==> config.mk <==
export PLATFORM = sky130hd
export DESIGN_NAME = lcd_transfer_gen
export DESIGN_NICKNAME = d
export VERILOG_FILES = /design/src/rtl/lcd_transfer_gen.sv
export SDC_FILE = /design/constraint.sdc
export NUM_CORES = 1
export LEC_CHECK = 0
export BUFFER_PORTS_ARGS = -buffer_cell sky130_fd_sc_hd__buf_2
export CAP_MARGIN = 25
export CELL_PAD_IN_SITES_DETAIL_PLACEMENT = 1
export CELL_PAD_IN_SITES_GLOBAL_PLACEMENT = 2
export CORE_ASPECT_RATIO = 1.4
export CORE_MARGIN = 5
export CORE_UTILIZATION = 37
export DETAILED_ROUTE_END_ITERATION = 6
export HOLD_SLACK_MARGIN = 0.03
export PLACE_DENSITY = 0.91
export SYNTH_ARGS = -nofsm -noshare
export SYNTH_HDL_FRONTEND = slang
export SYNTH_SLANG_ARGS = --single-unit
==> constraint.sdc <==
create_clock -name CLK -period 6.15 [get_ports CLK]
set_input_delay 1.23 -clock CLK [delete_from_list [all_inputs] [get_ports CLK]]
set_output_delay 1.23 -clock CLK [all_outputs]
set_load 0.01 [all_outputs]
==> src/rtl/lcd_transfer_gen.sv <==
// HD44780-style LCD bus transfer engine: one byte per request,
// 8-bit or two-nibble 4-bit bus timing, then a post-command wait.
module lcd_transfer_gen #(
  parameter int CLK_FREQ  = 50000000,
  parameter int BUS_WIDTH = 4,
  parameter int SETUP_US  = 1,
  parameter int E_US      = 3,
  parameter int HOLD_US   = 1,
  parameter int GAP_US    = 1,
  parameter int DELAY_W   = 21
) (
  input  logic                 CLK,
  input  logic                 RST,
  input  logic                 send,
  input  logic [7:0]           data,
  input  logic                 rs,
  input  logic                 single_nibble,
  input  logic [DELAY_W-1:0]   delay,
  output logic [BUS_WIDTH-1:0] LCD_D,
  output logic                 LCD_RS,
  output logic                 LCD_E,
  output logic                 busy,
  output logic                 done
);

  localparam int CYC_US = CLK_FREQ / 1000000;
  localparam int T_S = (SETUP_US * CYC_US > 1) ? SETUP_US * CYC_US : 1;
  localparam int T_E = (E_US * CYC_US > 1) ? E_US * CYC_US : 1;
  localparam int T_H = (HOLD_US * CYC_US > 1) ? HOLD_US * CYC_US : 1;
  localparam int T_G = (GAP_US * CYC_US > 1) ? GAP_US * CYC_US : 1;
  localparam int M1 = (T_S > T_E) ? T_S : T_E;
  localparam int M2 = (T_H > T_G) ? T_H : T_G;
  localparam int T_MAX = (M1 > M2) ? M1 : M2;
  localparam int TW = $clog2(T_MAX + 1);
  localparam int CW = (TW > DELAY_W) ? TW : DELAY_W;

  typedef enum logic [2:0] {
    IDLE, SETUP, EPULSE, HOLD, GAP, WAIT
  } state_t;

  state_t               state_q, state_d;
  logic [CW-1:0]        cnt_q, cnt_d;
  logic [7:0]           data_q, data_d;
  logic                 single_q, single_d;
  logic                 second_q, second_d;
  logic [DELAY_W-1:0]   delay_q, delay_d;
  logic [BUS_WIDTH-1:0] lcd_d_q, lcd_d_d;
  logic                 lcd_rs_q, lcd_rs_d;
  logic                 lcd_e_q, lcd_e_d;
  logic                 busy_q, busy_d;
  logic                 done_q, done_d;

  logic [7:0] first8;
  logic [7:0] second8;
  logic       two_nib;
  logic       wait_end;

  // Low bits of these carry the bus value for either width.
  assign first8  = (BUS_WIDTH == 8) ? data : {4'h0, data[7:4]};
  assign second8 = (BUS_WIDTH == 8) ? data_q : {4'h0, data_q[3:0]};
  assign two_nib = (BUS_WIDTH == 4) && !single_q && !second_q;
  assign wait_end = cnt_q[DELAY_W-1:0] == (delay_q - DELAY_W'(1));

  always_comb begin
    state_d  = state_q;
    cnt_d    = cnt_q + CW'(1);
    data_d   = data_q;
    single_d = single_q;
    second_d = second_q;
    delay_d  = delay_q;
    lcd_d_d  = lcd_d_q;
    lcd_rs_d = lcd_rs_q;
    lcd_e_d  = lcd_e_q;
    busy_d   = busy_q;
    done_d   = 1'b0;
    unique case (state_q)
      IDLE: begin
        cnt_d = '0;
        if (send) begin
          state_d  = SETUP;
          data_d   = data;
          single_d = single_nibble;
          delay_d  = delay;
          second_d = 1'b0;
          lcd_d_d  = first8[BUS_WIDTH-1:0];
          lcd_rs_d = rs;
          busy_d   = 1'b1;
        end
      end
      SETUP: begin
        if (cnt_q == CW'(T_S - 1)) begin
          state_d = EPULSE;
          cnt_d   = '0;
          lcd_e_d = 1'b1;
        end
      end
      EPULSE: begin
        if (cnt_q == CW'(T_E - 1)) begin
          state_d = HOLD;
          cnt_d   = '0;
          lcd_e_d = 1'b0;
        end
      end
      HOLD: begin
        if (cnt_q == CW'(T_H - 1)) begin
          cnt_d   = '0;
          lcd_d_d = '0;
          if (two_nib) begin
            state_d = GAP;
          end else begin
            lcd_rs_d = 1'b0;
            // A zero delay skips WAIT entirely.
            if (delay_q == '0) begin
              state_d = IDLE;
              busy_d  = 1'b0;
              done_d  = 1'b1;
            end else begin
              state_d = WAIT;
            end
          end
        end
      end
      GAP: begin
        if (cnt_q == CW'(T_G - 1)) begin
          state_d  = SETUP;
          cnt_d    = '0;
          second_d = 1'b1;
          lcd_d_d  = second8[BUS_WIDTH-1:0];
        end
      end
      WAIT: begin
        if (wait_end) begin
          state_d = IDLE;
          cnt_d   = '0;
          busy_d  = 1'b0;
          done_d  = 1'b1;
        end
      end
      default: begin
        state_d = IDLE;
        cnt_d   = '0;
      end
    endcase
  end

  always_ff @(posedge CLK) begin
    if (RST) begin
      state_q  <= IDLE;
      cnt_q    <= '0;
      data_q   <= '0;
      single_q <= 1'b0;
      second_q <= 1'b0;
      delay_q  <= '0;
      lcd_d_q  <= '0;
      lcd_rs_q <= 1'b0;
      lcd_e_q  <= 1'b0;
      busy_q   <= 1'b0;
      done_q   <= 1'b0;
    end else begin
      state_q  <= state_d;
      cnt_q    <= cnt_d;
      data_q   <= data_d;
      single_q <= single_d;
      second_q <= second_d;
      delay_q  <= delay_d;
      lcd_d_q  <= lcd_d_d;
      lcd_rs_q <= lcd_rs_d;
      lcd_e_q  <= lcd_e_d;
      busy_q   <= busy_d;
      done_q   <= done_d;
    end
  end

  assign LCD_D  = lcd_d_q;
  assign LCD_RS = lcd_rs_q;
  assign LCD_E  = lcd_e_q;
  assign busy   = busy_q;
  assign done   = done_q;

endmodule

# Yosys cells after proc, flatten, opt, wreduce, memory -nomap -nowiden
# Cells that the tools add are included.
# totals
regBits,59
word_cells,84
# classes
n_addsub,2
n_eq_ne,16
mux,37
reduce_logical,18
# op_table
operator,count
$mux 21,3
$pmux 21 s3,1
$mux 3,8
$add 21x1->21 const B,1
$eq 21x21->1,1
$eq 21x6->1 const B,1
$eq 21x8->1 const B,1
$logic_not 21->1,1
$sub 21x1->21 const B,1
$pmux 3 s6,1
$ne 2x2->1 const B,8
$mux 1,15
$mux 4,3
$pmux 4 s3,1
$reduce_and 6->1,2
$pmux 1 s2,4
$reduce_and 4->1,2
$eq 3x2->1 const B,2
$eq 3x3->1 const B,2
$reduce_and 3->1,2
$reduce_bool 2->1,3
$reduce_bool 3->1,2
$eq 3x1->1 const B,1
$logic_not 3->1,1
5 further kinds,6

# Logic depth before layout (Yosys ltp)
# depth
ltp_word,5
mapped_depth,10

# Worst setup path after synthesis
# Ideal clock, no wire load.
# synth_timing
path_type,reg2reg
startpoint,register delay_q[0]
endpoint,register cnt_q[2]
arrival_ns,2.425
path_slack_ns,3.584
path_stages_with_launch,11
synth_period_minus_slack_ns,2.566
cell_sequence,dfxtp_1 -> inv_1 -> ha_1 -> nor4b_1 -> nand2_1 -> or3_2 -> o211a_1 -> nor4_4 -> a31o_4 -> buf_12 -> a211oi_1
# synth_via
elab_chain_cells,4
# synth_lines
element,line,source
start: declaration,46,"logic [DELAY_W-1:0] delay_q, delay_d;"
start signal: assignment,165,delay_q <= delay_d;
$sub 21x1->21,62,assign wait_end = cnt_q[DELAY_W-1:0] == (delay_q - DELAY_W'(1));
$eq 21x21->1,62,
$mux 21,132,if (wait_end) begin
$pmux 21 s3,76,unique case (state_q)
end signal: assignment,161,cnt_q <= cnt_d;
end: declaration,42,"logic [CW-1:0] cnt_q, cnt_d;"
# Every way passes these cells.
# A chain may end at the register's enable or synchronous reset.

# Final worst setup path
# layout_timing
startpoint,register delay_q[0]
endpoint,register cnt_q[14]
# Same word-level chain as after synthesis.

==> run metrics <==
Yosys cell types 65; top cells by area, synth dfxtp_1, nand2_1, xnor2_1, a21oi_1, xor2_1; Worst VDD drop between 0.15 and 0.2 mV; Antenna diodes 0; Yosys reg bits just under 60; FF-to-FF End cnt_q[14]$_SDFF_PP0_; # setup viols final 0; CTS tree done; Yosys warnings 0; CORE AREA 9354 um^2; clock sink count around 60; drt first pass iters 4; CP required 6320 ps; status completed; Clk pwr share 47.1%; Die X about 92 um; Yosys top cell by area dfxtp_1; Sw Ratio 26.29%; top-count cell post-synth nand2_1; CTS resizes 0; total vias in the final route about 3200; Adder-Cell Fraction of Synth Area 1.070%; Setup WS post-layout approximately 3200 ps; top cell type's share of synthesized area 33.65%; initial antenna violation count 0; fin crit period 2973 ps; power per cell area between 200 and 300 nW/um^2; Worst Skew 6.018 ps; Num CTS Buffers 9; class of the worst hold path reg2reg; Post-synth ARST share 0%; max_cap viols 0; Final period util approximately half; hold path start data_q[3]$_SDFFE_PP0P_; Synth Instances 434; CTS hold repair buffers 0; Layout Area Growth over Synthesis 15.04%; Critical Path AT 3150 ps; first-pass GRT wire length 16390 um; setup TNS 0 ps; largest net degree at the start of global routing 60; sequential fraction of design power 38.0%; R2R Path Start delay_q[0]$_SDFFE_PP0P_; sequential element share of the synthesized area 33.65%; fin. max-slew vios 0; Setup crit start delay_q[0]$_SDFFE_PP0P_; # nets final between 400 and 500; clk buf depth 2; CP endpoint kind register; io pins 42; Syn Area/Cell 8.087 um^2; detailed-route DRC error count 0; post-synthesis xor/xnor area fraction 10.98%; P_int 0.8144 mW; Gate power share 14.9%; DRT iter0 DRCs 137; CTS root buf clkbuf_16; Initial Util between 30% and 40%; EDFF count, synth 0; post-synthesis cell area 3510 um^2; Hold Path End data_q[3]$_SDFFE_PP0P_; Net Switching 0.2904 mW; final antenna-violating net count 0; Vias/cell 5.568; DIE AREA 11560 um^2; worst-path fanout max 23; Synth Area in Compound Gates slightly above 20%; Pleak ~1.4 nW; WS Path Type reg2reg; reg2reg path depth 9; share of cells above drive strength 1 18.97%; syn_nets 471; Final Wtd Congestion 0.8249; Fin. Hold Viols 0; H-tree depth 3; Tot GR Track Use 17.79%; worst hold path stage count 2; HPWL after detailed placement around 7300 um; Worst-Skew Late Latency roughly 330 ps; unrepaired setup endpoints after global routing false; port bufs 41; global route overflow 0; Clock transition at path regs approximately 50 ps; Synth Flop Type dfxtp_1; post-CTS setup buffer count 0; post-synthesis mux area share 1.783%; commonest cells in the netlist nand2_1, dfxtp_1, a21oi_1; post-DR wirelength/cell 17.31 um; largest family of logic cells by synthesized area simple AND/OR/NAND/NOR gates; Die H 125.2 um; Worst-Margin Slew 872.4 ps; total wire length 9936 um; Synth Area in Simple Gates 27.06%; vias in the first global route 3370; Max Fclk 0.3363 GHz; crit path launch type register; Rows 42; Max transition margin 41.30%; Worst R2R Setup Slack 3180 ps; pre-CTS WS approximately 3200 ps
[cell usage in the layout (no fill, tap or decap), drive strengths merged, types with 2 or more instances in the layout]
master   count
a2111oi      2
a211o        2
a211oi      22
a21boi       2
a21oi       37
a221oi       4
a31o         2
a31oi        4
and3         5
buf         44
clkbuf      15
dfxtp       59
ha           3
inv          5
mux2         2
mux2i        4
nand2       77
nand2b       3
nand3       15
nor2        36
nor2b        5
nor3        14
nor3b        2
nor4        11
nor4b        3
o211a        3
o21ai       10
o22ai        2
o31a         2
or3          4
or4          5
xnor2       26
xor2        18
[sequential cells by signal (all words and copies together), names as in the netlist, 3 cells and up]
name     flops
LCD_D        4
cnt_q       21
data_q       4
delay_q     21
state_q      3
[per-stage QoR]
| step | hold WS, ps | utilization [%] | std cells | power (mW) | instance area (um^2) |
|---|---|---|---|---|---|
| after global placement | 451.5 | 39.75 | 557 | 0.5858 | 3719 |
| after detailed placement | 457.0 | 39.75 | 557 | 0.5916 | 3719 |
| after floorplan | 436.3 | - | 434 | 0.5440 | 3510 |
| after CTS | 464.1 | 43.04 | 573 | 1.113 | 4026 |
| after global routing | 484.6 | 43.16 | 574 | 1.151 | 4038 |
| final | 458.3 | 43.16 | 574 | 1.105 | 4038 |
[final cells by class]
class / count / area, um^2
clock buffer: 15 / 277.8
clock inverter: 1 / 30.03
fill: 1152 / 5316
inverter: 5 / 18.77
multi-input combinational: 340 / 2161
sequential: 59 / 1181
tap: 110 / 137.6
timing repair buffer: 44 / 231.5
[critical path, stage by stage (launching register included)]
cell and delay [ps]:
dfxtp_1 370, inv_1 90, ha_1 240, nor4b_1 340, nand2_1 150, or3_2 470, o211a_1 250, nor4_4 340
a31o_4 420, a211oi_1 130
[routing by layer]
metal	global-route usage, %	vias to the layer above	routed length [um]
met2	32.44	44	5276
met5	0	-	0
met4	6.649	0	178
met3	3.906	11	310
li1	-	1582	-
met1	19.87	1559	4171
[power by group through the flow]
stage / logic [mW] / clock network, mW / registers [mW]
after floorplan: 0.126 / 0 / 0.418
after global placement: 0.159 / 0 / 0.427
after detailed placement: 0.164 / 0 / 0.428
after CTS: 0.165 / 0.527 / 0.420
after global routing: 0.181 / 0.548 / 0.422
final: 0.164 / 0.521 / 0.420
[worst max-delay path by stage]
stage,endpoint,slack [ps]
finish,cnt_q[14]$_SDFF_PP0_,3180
global route,cnt_q[17]$_SDFF_PP0_,2980
CTS,cnt_q[10]$_SDFF_PP0_,3170
detailed placement,cnt_q[14]$_SDFF_PP0_,3190
global placement,cnt_q[2]$_SDFF_PP0_,3280
floorplan,cnt_q[2]$_SDFF_PP0_,3580
[kinds of logic (layout without fill, tap and decap cells)]
group | Yosys count | in the layout
AO/OA/AOI/OAI | 100 | 100
XOR/XNOR | 44 | 44
adder cells (fa/ha/maj) | 3 | 3
buffers and inverters | 35 | 65
flip-flops | 59 | 59
multiplexers | 6 | 6
AND/OR/NAND/NOR | 187 | 187
No activity file was read; power rests on OpenSTA's default activity.
